<file path="src/rtl/mem_arbiter.sv">
// Byte-serial RAM arbiter shared by the fetch (IF) and load/store (LS) ports.
// Define MEM_ARB_ROUND_ROBIN_EN to alternate conflicting grants; otherwise LS always wins.
module mem_arbiter (
  input  logic        clk,
  input  logic        rst,
  input  logic        rdy,
  input  logic        flush,
  input  logic        if_req,
  input  logic [31:0] if_addr,
  output logic        if_done,
  output logic [31:0] if_data,
  input  logic        ls_req,
  input  logic        ls_wr,
  input  logic [1:0]  ls_size,
  input  logic        ls_signed,
  input  logic [31:0] ls_addr,
  input  logic [31:0] ls_wdata,
  output logic        ls_done,
  output logic [31:0] ls_rdata,
  input  logic [7:0]  mem_din,
  output logic [7:0]  mem_dout,
  output logic [31:0] mem_a,
  output logic        mem_wr,
  input  logic        io_buffer_full
);
  typedef enum logic [1:0] {StIdle, StRead, StWrite, StDone} state_e;

  state_e      state_q;
  logic [2:0]  cnt_q, len_q;
  logic        owner_ls_q, signed_q;
  logic [31:0] addr_q, wdata_q, rbuf_q, mem_a_q, if_data_q, ls_rdata_q;
  logic [7:0]  mem_dout_q;
  logic        mem_wr_q, if_done_q, ls_done_q;
`ifdef MEM_ARB_ROUND_ROBIN_EN
  logic        last_ls_q;
`endif

  logic        grant_ls, stall;
  logic [2:0]  req_len, cnt_nxt;
  logic [31:0] grant_addr, rd_word, rd_ext;

  always_comb begin
`ifdef MEM_ARB_ROUND_ROBIN_EN
    grant_ls = ls_req & (~if_req | ~last_ls_q);
`else
    grant_ls = ls_req;
`endif
    grant_addr = grant_ls ? ls_addr : if_addr;
    if (!grant_ls)              req_len = 3'd4;
    else if (ls_size == 2'b00)  req_len = 3'd1;
    else if (ls_size == 2'b01)  req_len = 3'd2;
    else                        req_len = 3'd4;
    cnt_nxt = cnt_q + 3'd1;
    stall   = (state_q == StWrite) & io_buffer_full & (addr_q[17:16] == 2'b11);
    // mem_din in read cycle k carries byte k-1; merge it so the last byte is usable at once
    rd_word = rbuf_q;
    rd_word[{cnt_q[1:0] - 2'd1, 3'b000} +: 8] = mem_din;
    case (len_q)
      3'd1:    rd_ext = {{24{signed_q & rd_word[7]}}, rd_word[7:0]};
      3'd2:    rd_ext = {{16{signed_q & rd_word[15]}}, rd_word[15:0]};
      default: rd_ext = rd_word;
    endcase
  end

  assign mem_wr   = mem_wr_q & rdy & ~stall;
  assign mem_a    = mem_a_q;
  assign mem_dout = mem_dout_q;
  assign if_done  = if_done_q;
  assign if_data  = if_data_q;
  assign ls_done  = ls_done_q;
  assign ls_rdata = ls_rdata_q;

  always_ff @(posedge clk) begin
    if (!rst) begin
      state_q    <= StIdle;
      cnt_q      <= 3'd0;
      len_q      <= 3'd0;
      owner_ls_q <= 1'b0;
      signed_q   <= 1'b0;
      addr_q     <= 32'd0;
      wdata_q    <= 32'd0;
      rbuf_q     <= 32'd0;
      mem_a_q    <= 32'd0;
      mem_dout_q <= 8'd0;
      mem_wr_q   <= 1'b0;
      if_done_q  <= 1'b0;
      if_data_q  <= 32'd0;
      ls_done_q  <= 1'b0;
      ls_rdata_q <= 32'd0;
`ifdef MEM_ARB_ROUND_ROBIN_EN
      last_ls_q  <= 1'b0;
`endif
    end else if (rdy) begin
      unique case (state_q)
        StIdle: begin
          if (!flush && (if_req || ls_req)) begin
            owner_ls_q <= grant_ls;
            addr_q     <= grant_addr;
            mem_a_q    <= grant_addr;
            len_q      <= req_len;
            signed_q   <= grant_ls & ls_signed;
            wdata_q    <= ls_wdata;
            rbuf_q     <= 32'd0;
            cnt_q      <= 3'd0;
`ifdef MEM_ARB_ROUND_ROBIN_EN
            last_ls_q  <= grant_ls;
`endif
            if (grant_ls && ls_wr) begin
              state_q    <= StWrite;
              mem_wr_q   <= 1'b1;
              mem_dout_q <= ls_wdata[7:0];
            end else begin
              state_q <= StRead;
            end
          end
        end
        StRead: begin
          if (flush) begin
            state_q <= StIdle;
            mem_a_q <= 32'd0;
            cnt_q   <= 3'd0;
          end else begin
            if (cnt_q != 3'd0) rbuf_q <= rd_word;
            if (cnt_q == len_q) begin
              state_q <= StDone;
              mem_a_q <= 32'd0;
              if (owner_ls_q) begin
                ls_done_q  <= 1'b1;
                ls_rdata_q <= rd_ext;
              end else begin
                if_done_q <= 1'b1;
                if_data_q <= rd_word;
              end
            end else begin
              cnt_q   <= cnt_nxt;
              mem_a_q <= mem_a_q + 32'd1;
            end
          end
        end
        StWrite: begin
          if (!stall) begin
            if (cnt_nxt == len_q) begin
              state_q    <= StDone;
              mem_wr_q   <= 1'b0;
              mem_a_q    <= 32'd0;
              mem_dout_q <= 8'd0;
              ls_done_q  <= 1'b1;
              ls_rdata_q <= 32'd0;
            end else begin
              cnt_q      <= cnt_nxt;
              mem_a_q    <= mem_a_q + 32'd1;
              mem_dout_q <= wdata_q[{cnt_nxt[1:0], 3'b000} +: 8];
            end
          end
        end
        StDone: begin
          state_q   <= StIdle;
          cnt_q     <= 3'd0;
          if_done_q <= 1'b0;
          ls_done_q <= 1'b0;
        end
        default: state_q <= StIdle;
      endcase
    end
  end

endmodule

</file>
<file path="config.mk">
export PLATFORM = sky130hd
export DESIGN_NAME = mem_arbiter
export DESIGN_NICKNAME = d
export VERILOG_FILES = /design/src/rtl/mem_arbiter.sv
export SDC_FILE = /design/constraint.sdc
export NUM_CORES = 1
export LEC_CHECK = 0
export ABC_CLOCK_PERIOD_IN_PS = 3160
export CAP_MARGIN = 0
export CORE_ASPECT_RATIO = 2
export CORE_MARGIN = 2
export CORE_UTILIZATION = 50
export CTS_CLUSTER_DIAMETER = 200
export CTS_CLUSTER_SIZE = 24
export DETAILED_ROUTE_END_ITERATION = 6
export GPL_TIMING_DRIVEN = 0
export PLACE_DENSITY = 0.92
export SKIP_CTS_REPAIR_TIMING = 1
export SYNTH_ARGS = -nofsm -noshare
export SYNTH_HDL_FRONTEND = slang
export SYNTH_SLANG_ARGS = --single-unit
</file>
<file path="constraint.sdc">
create_clock -name clk -period 3.16 [get_ports clk]
set_input_delay 0.632 -clock clk [delete_from_list [all_inputs] [get_ports clk]]
set_output_delay 0.632 -clock clk [all_outputs]
set_load 0.03 [all_outputs]
</file>
# Word level (Yosys, flattened, before mapping)
# Index checks and enable logic that the tools add are counted.
# Widths: inputs -> output; s select.
[word_totals]
register_bits = 199
output_inout_bits = 107
wordCells = 132
input_bits = 115
[op_classes]
n_addsub = 4
reduce_logical = 24
bitwise_logic = 10
eq_ne = 21
shifts = 3
n_mux = 55
[op_table]
columns = ["op", "n"]
rows = [
  ["$mux 32", 14],
  ["$pmux 32 s2", 3],
  ["$pmux 32 s3", 1],
  ["$add 32x1->32 const B", 1],
  ["$bwmux 32", 1],
  ["$mux 8", 4],
  ["$shift 8x7->32 const A", 1],
  ["$shiftx 32x6->8", 1],
  ["$shiftx 8x7->32", 1],
  ["$reduce_and 5->1", 6],
  ["$mux 3", 8],
  ["$ne 2x2->1 const B", 9],
  ["$pmux 8 s2", 1],
  ["$reduce_and 7->1", 2],
  ["$mux 1", 12],
  ["$mux 2", 6],
  ["$pmux 3 s4", 1],
  ["$reduce_bool 3->1", 3],
  ["$pmux 2 s4", 1],
  ["$reduce_bool 2->1", 4],
  ["$and 1x1->1", 7],
  ["$neg 5->7", 1],
  ["$eq 2x2->1 const B", 3],
  ["$eq 3x3->1", 2],
  ["17 further kinds", 24],
]

# Longest topological paths before layout
[logic_depth]
ltp_word = 10
mapped_depth = 11
mapped_depth_nobuf = 8

# Least setup slack after synthesis
# OpenSTA, ideal clock, no wires.
[synth_timing]
path_kind = "register -> register"
from = "register cnt_q[0]"
to = "register ls_rdata_q[19], in the netlist ls_rdata[19]"
slack_ns = 0.483
arrival_ns = 2.561
path_buffers = 3
setup_ns = 0.117
path_stages_with_launch = 11
period_less_slack_ns = 2.677
required_time_ns = 3.043
path_cell_list = "dfxtp_1 -> clkbuf_1 -> inv_1 -> ha_1 -> xor2_1 -> o31a_1 -> or3_1 -> and2_1 -> clkbuf_1 -> buf_2 -> a22o_1"
[synth_between]
elab_chain_cells = 10
word_cells_on_any_way = 18
cone_classes = "3 x add/sub; 4 x eq/ne; 2 x shift; 6 x mux; 2 x bitwise; 1 x reduce/logical"
[synth_lines]
columns = ["element", "line", "text"]
rows = [
  ["start: declaration", "29", "logic [2:0] cnt_q, len_q;"],
  ["start signal: assignment", "135", "cnt_q <= cnt_nxt;"],
  ["start signal: assignment", "150", "cnt_q <= cnt_nxt;"],
  ["$sub 2x1->2", "57", "rd_word[{cnt_q[1:0] - 2'd1, 3'b000} +: 8] = mem_din;"],
  ["$neg 5->7", "57", ""],
  ["$shiftx 8x7->32 or $shift 8x7->32 (tied branches)", "57", ""],
  ["$bwmux 32", "57", ""],
  ["$and 1x1->1 (on tied branches)", "60, 59", ""],
  ["$pmux 32 s2", "58", "case (len_q)"],
  ["$mux 32", "127", "if (owner_ls_q) begin"],
  ["$mux 32", "124", "if (cnt_q == len_q) begin"],
  ["$mux 32", "118", "if (flush) begin"],
  ["$pmux 32 s2", "94", "unique case (state_q)"],
  ["end signal: assignment", "129", "ls_rdata_q <= rd_ext;"],
  ["end: declaration", "31", "logic [31:0] addr_q, wdata_q, rbuf_q, mem_a_q, if_data_q, ls_rdata_q;"],
]
# Parallel ways exist; a longest one is shown, timed or not. The select of a mux whose other input is x is not followed.
# A chain may end at the register's enable or synchronous reset.

# Worst setup path in the final report
[layout_timing]
from = "input flush"
to = "register mem_a_q[3], in the netlist mem_a[3]"
[layout_between]
elab_chain_cells = 4
word_cells_on_any_way = 6
cone_classes = "1 x eq/ne; 2 x mux; 3 x reduce/logical"
[layout_lines]
columns = ["element", "line", "text"]
rows = [
  ["start: declaration", "7", "input logic flush,"],
  ["$logic_not 1->1", "96", "if (!flush && (if_req || ls_req)) begin"],
  ["$logic_and 1x1->1", "96", ""],
  ["$ne 2x2->1 (no line)", "--", ""],
  ["$reduce_and 4->1 (no line)", "--", ""],
  ["end signal: assignment", "99", "mem_a_q <= grant_addr;"],
  ["end signal: assignment", "136", "mem_a_q <= mem_a_q + 32'd1;"],
  ["end signal: assignment", "151", "mem_a_q <= mem_a_q + 32'd1;"],
  ["end: declaration", "31", ""],
]
# Parallel ways exist; a longest one is shown, timed or not.

==> impl_summary.md <==
Detailed routing
The first-iteration detailed-routing DRC count is 710. In this run the remaining antenna-violating nets after routing total 0. The total iterations of the first detailed-routing run is 6.

The post-detailed-route DRC marker count is 0. For this block, the routed nets add up to 33,000 um of wire. Dividing the detail-routed via count by the number of cells gives 6.20. The detailed-route via count is 9,731. The average detailed-routed wire length per instance is 21.0 um.

Critical path
Data on the critical path is required at its endpoint by 3.51 ns. The cell with the largest stage delay on the worst path is sky130_fd_sc_hd__clkdlybuf4s50_1. In this design, the stage delay of the slowest critical-path cell is 0.59 ns. The setup check on the worst reg-to-reg path leaves a slack of 0.18 ns. The critical path is of the in -> reg type. The cell seen most often among critical-path stages is sky130_fd_sc_hd__clkbuf_1.

The startpoint of the worst register-to-register path is cnt_q[0]$_SDFFE_PN0P_. STA classifies the critical path endpoint as a flip-flop. The endpoint identified for the worst register-to-register timing path is ls_done$_SDFFE_PN0P_.

The number of cells on the worst reg-to-reg path is 9. The critical path goes through clkdlybuf4s50_1 > o21ba_2 > o211ai_1 > or2_2 > clkbuf_1 > clkbuf_1 > clkbuf_2 > nor2_1 > o21a_1. Of all nets on the critical path, the largest fanout is 10. The kind of start point of the critical path is an input pin. The signal arrival time at the worst endpoint is 3.38 ns.

Final layout
After the last flow step, the layout net total stands at 1,467. The number of fill cells is 1,455. After routing the design area is 0.0123 sq mm. The multi-input combinational cell area is 0.00519 sq mm. The ratio of cells with drive above 1 in the final layout is 0.0480. The number of diodes is 0. Summing all flip-flop and latch instances after layout gives 0.00366 sq mm. The area added between synthesis and finish is 33.4%.

Clocking
The later pin in the worst-skew pair is clocked with a latency of 0.45 ns. The clock passes through at most 2 buffers. The clock net in this run drives a total of 183 sinks. CTS built an H-tree with a depth of 4. The clock buffer count from CTS is 17.

The clock slew seen by the registers of the worst setup and hold paths is 0.07 ns. The cell sitting at the root of the clock tree is a sky130_fd_sc_hd__clkbuf_16. The clock tree from TritonCTS is built.

Die
From left edge to right edge, the die measures 100 um. Row generation in the floorplan step produced 70 rows. In this run the vertical extent of the chip is 196 um.

The die area is 0.0196 sq mm. For this configuration, the core starts out at a cell density of 0.507. The number of top-level pins is 222. The placeable core area is 0.0182 sq mm.

Synth
The share of synthesized registers carrying an async set or reset is 0. In the post-synthesis netlist, the cell with the most instances is sky130_fd_sc_hd__dfxtp_1. In this run, synthesis inferred 0 flip-flops with an integrated enable. The post-synthesis instance total is 1,101. The number of storage elements in the synthesis netlist is 183. The number of different library cells in the post-synthesis netlist is 56. The yosys synthesis warning count is 0. Synthesis produced a netlist with a net count of 1,228. Yosys attributes the largest share of cell area to sky130_fd_sc_hd__dfxtp_1, sky130_fd_sc_hd__nand2_1, sky130_fd_sc_hd__a21boi_0. The top cell type's share of synthesized area is 0.397. The most used flip-flop cell after synthesis is sky130_fd_sc_hd__dfxtp_1. In this run the cell area of the synthesized design comes to 0.00924 sq mm. After synthesis, the mean cell area works out to 8.39 sq um. For this run, the register share of the synthesized area comes to 0.397. Sorting the synthesized cells by how often they occur yields sky130_fd_sc_hd__dfxtp_1, sky130_fd_sc_hd__nand2_1, sky130_fd_sc_hd__a21boi_0, sky130_fd_sc_hd__clkbuf_1, sky130_fd_sc_hd__o21ai_0. The cell type with the largest total area after synthesis is sky130_fd_sc_hd__dfxtp_1.

Placed design
Input and output buffers added on the ports amount to 220. The detailed placement HPWL is 25,200 um. The weighted congestion at the end of routability-driven global placement is 0.988.

The placed standard-cell area is 0.0117 sq mm.

Worst hold path
The worst hold path terminates at rbuf_q[1]$_SDFFE_PN0P_. The worst hold path begins at rbuf_q[1]$_SDFFE_PN0P_. In this run the worst hold path is classified as reg -> reg. The cell depth of the worst min-delay path is 2.

Power and ir drop
The worst-case IR drop observed on VDD is 0.376 mV. The leakage power figure is 4.56 nW. Power spread over the standard cell area amounts to 457 mW/mm^2.

GRT
The largest net degree at the start of global routing is 17. After global routing the overflow that remains totals 0. The initial antenna violation count was 0. The global-route usage over all layers is 0.331.

The first global-routing pass estimated 50,100 um of wire. The number of global-route vias before repair was 9,679.

STA
Setup repair after global routing left no endpoint under its margin. For the pin with the worst max-slew slack, the measured transition is 1.26 ns. The worst path needs 3.03 ns of the cycle, external delays included. The worst setup skew after layout is 0.0157 ns. For the final routed database, the setup TNS stands at 0 ns. The worst slew margin relative to its limit is 0.157. The final hold violation count was 0. The number of slew-limit violations in the final report is 0. The number of failing setup endpoints in the final timing report is 0. Of the available clock period, the critical path in the final layout requires 0.958. The fmax is 330 MHz.

Outcome
The run finished with clean final reports.

Run
Across the run, the number of max-cap violations was 0.
==> state kept, by name, summed over array words and instances, names as in the netlist <==
signal      count
if_data        32
ls_done         1
wdata_q        32
len_q           3
ls_rdata       32
signed_q        1
if_done         1
rbuf_q         32
owner_ls_q      1
mem_dout        8
mem_a          32
state_q         2
addr_q          2
cnt_q           3
mem_wr_q        1
==> critical path, delay by kind of cell <==
kind | cells | cell delay [ns]
buffers and inverters | 4 | 1.64
AND/OR/NAND/NOR | 2 | 0.29
AO/OA/AOI/OAI | 3 | 0.80
==> layout make-up <==
| class | instances | share of cell area |
|---|---|---|
| plain buffers | 87 | 0.0286 |
| inverters | 20 | 0.00609 |
| clock inverters | 13 | 0.00965 |
| repair buffers | 220 | 0.179 |
| flip-flops and latches | 183 | 0.297 |
| clock buffers | 19 | 0.0360 |
| multi-input cells | 811 | 0.421 |
| well taps | 216 | 0.0219 |
==> per-stage QoR <==
step,std cells,hold slack [ns],util,setup WS (ns),power [mW]
floorplan,1101,0.436,-,0.483,3.07
global placement,1537,0.443,0.643,-0.386,3.51
detailed placement,1537,0.451,0.643,-0.447,3.53
CTS,1569,0.460,0.674,-0.375,5.57
global route,1569,0.480,0.676,0.0154,5.75
finish,1569,0.459,0.676,0.133,5.62
==> cell usage in the layout, fill, tap and decap left out, types with 7 or more instances in the layout <==
master,netlist,final
sky130_fd_sc_hd__nand3_1,42,42
sky130_fd_sc_hd__nand2_1,165,165
sky130_fd_sc_hd__clkdlybuf4s50_1,0,219
sky130_fd_sc_hd__dfxtp_1,183,183
sky130_fd_sc_hd__o21a_1,10,10
sky130_fd_sc_hd__nor2_1,48,48
sky130_fd_sc_hd__nor2b_1,63,63
sky130_fd_sc_hd__nand4_1,10,10
sky130_fd_sc_hd__mux4_2,8,8
sky130_fd_sc_hd__buf_1,11,9
sky130_fd_sc_hd__clkbuf_16,0,17
sky130_fd_sc_hd__nor3_1,16,16
sky130_fd_sc_hd__nand3b_1,24,24
sky130_fd_sc_hd__nor4_1,13,13
sky130_fd_sc_hd__inv_1,20,20
sky130_fd_sc_hd__clkbuf_2,0,8
sky130_fd_sc_hd__ha_1,12,11
sky130_fd_sc_hd__a22o_1,16,16
sky130_fd_sc_hd__a31oi_1,27,26
sky130_fd_sc_hd__o2bb2ai_1,15,15
sky130_fd_sc_hd__mux2i_1,41,41
sky130_fd_sc_hd__o21ai_0,69,69
sky130_fd_sc_hd__clkbuf_1,69,62
sky130_fd_sc_hd__buf_2,7,7
sky130_fd_sc_hd__a21oi_1,38,38
sky130_fd_sc_hd__a21boi_0,81,81
sky130_fd_sc_hd__o211a_1,28,28
==> worst max-delay path by stage <==
stage,start,to
after floorplan,cnt_q[0]$_SDFFE_PN0P_,ls_rdata[19]$_SDFFE_PN0P_
after detailed placement,flush,mem_a[3]$_SDFFE_PN0P_
after global routing,cnt_q[0]$_SDFFE_PN0P_,ls_done$_SDFFE_PN0P_
final,flush,mem_a[3]$_SDFFE_PN0P_
after CTS,cnt_q[0]$_SDFFE_PN0P_,ls_rdata[18]$_SDFFE_PN0P_
after global placement,flush,mem_a[3]$_SDFFE_PN0P_
==> logic make-up after synthesis <==
group	Yosys count	synth area share
AO/OA/AOI/OAI	330	0.251
flip-flops	183	0.397
buffers and inverters	107	0.0444
XOR/XNOR	7	0.00826
adder cells (fa/ha/maj)	12	0.0163
multiplexers	50	0.0652
AND/OR/NAND/NOR	412	0.218
==> power by group <==
part / internal, mW / switching, mW / leakage (nW) / total (mW)
logic: 0.428 / 0.606 / 2.81 / 1.03
clock network: 1.12 / 0.991 / 0.272 / 2.11
registers: 2.39 / 0.0933 / 1.48 / 2.48
total: 3.93 / 1.69 / 4.56 / 5.62
==> layer usage <==
metal,GRT usage,part of all wire,vias to the layer above
met1,0.312,0.32,4529
met5,0,0,-
met4,0.255,0.085,0
met3,0.0616,0.067,188
li1,-,-,4427
met2,0.609,0.53,587
Power figures use the tool's default switching activity.
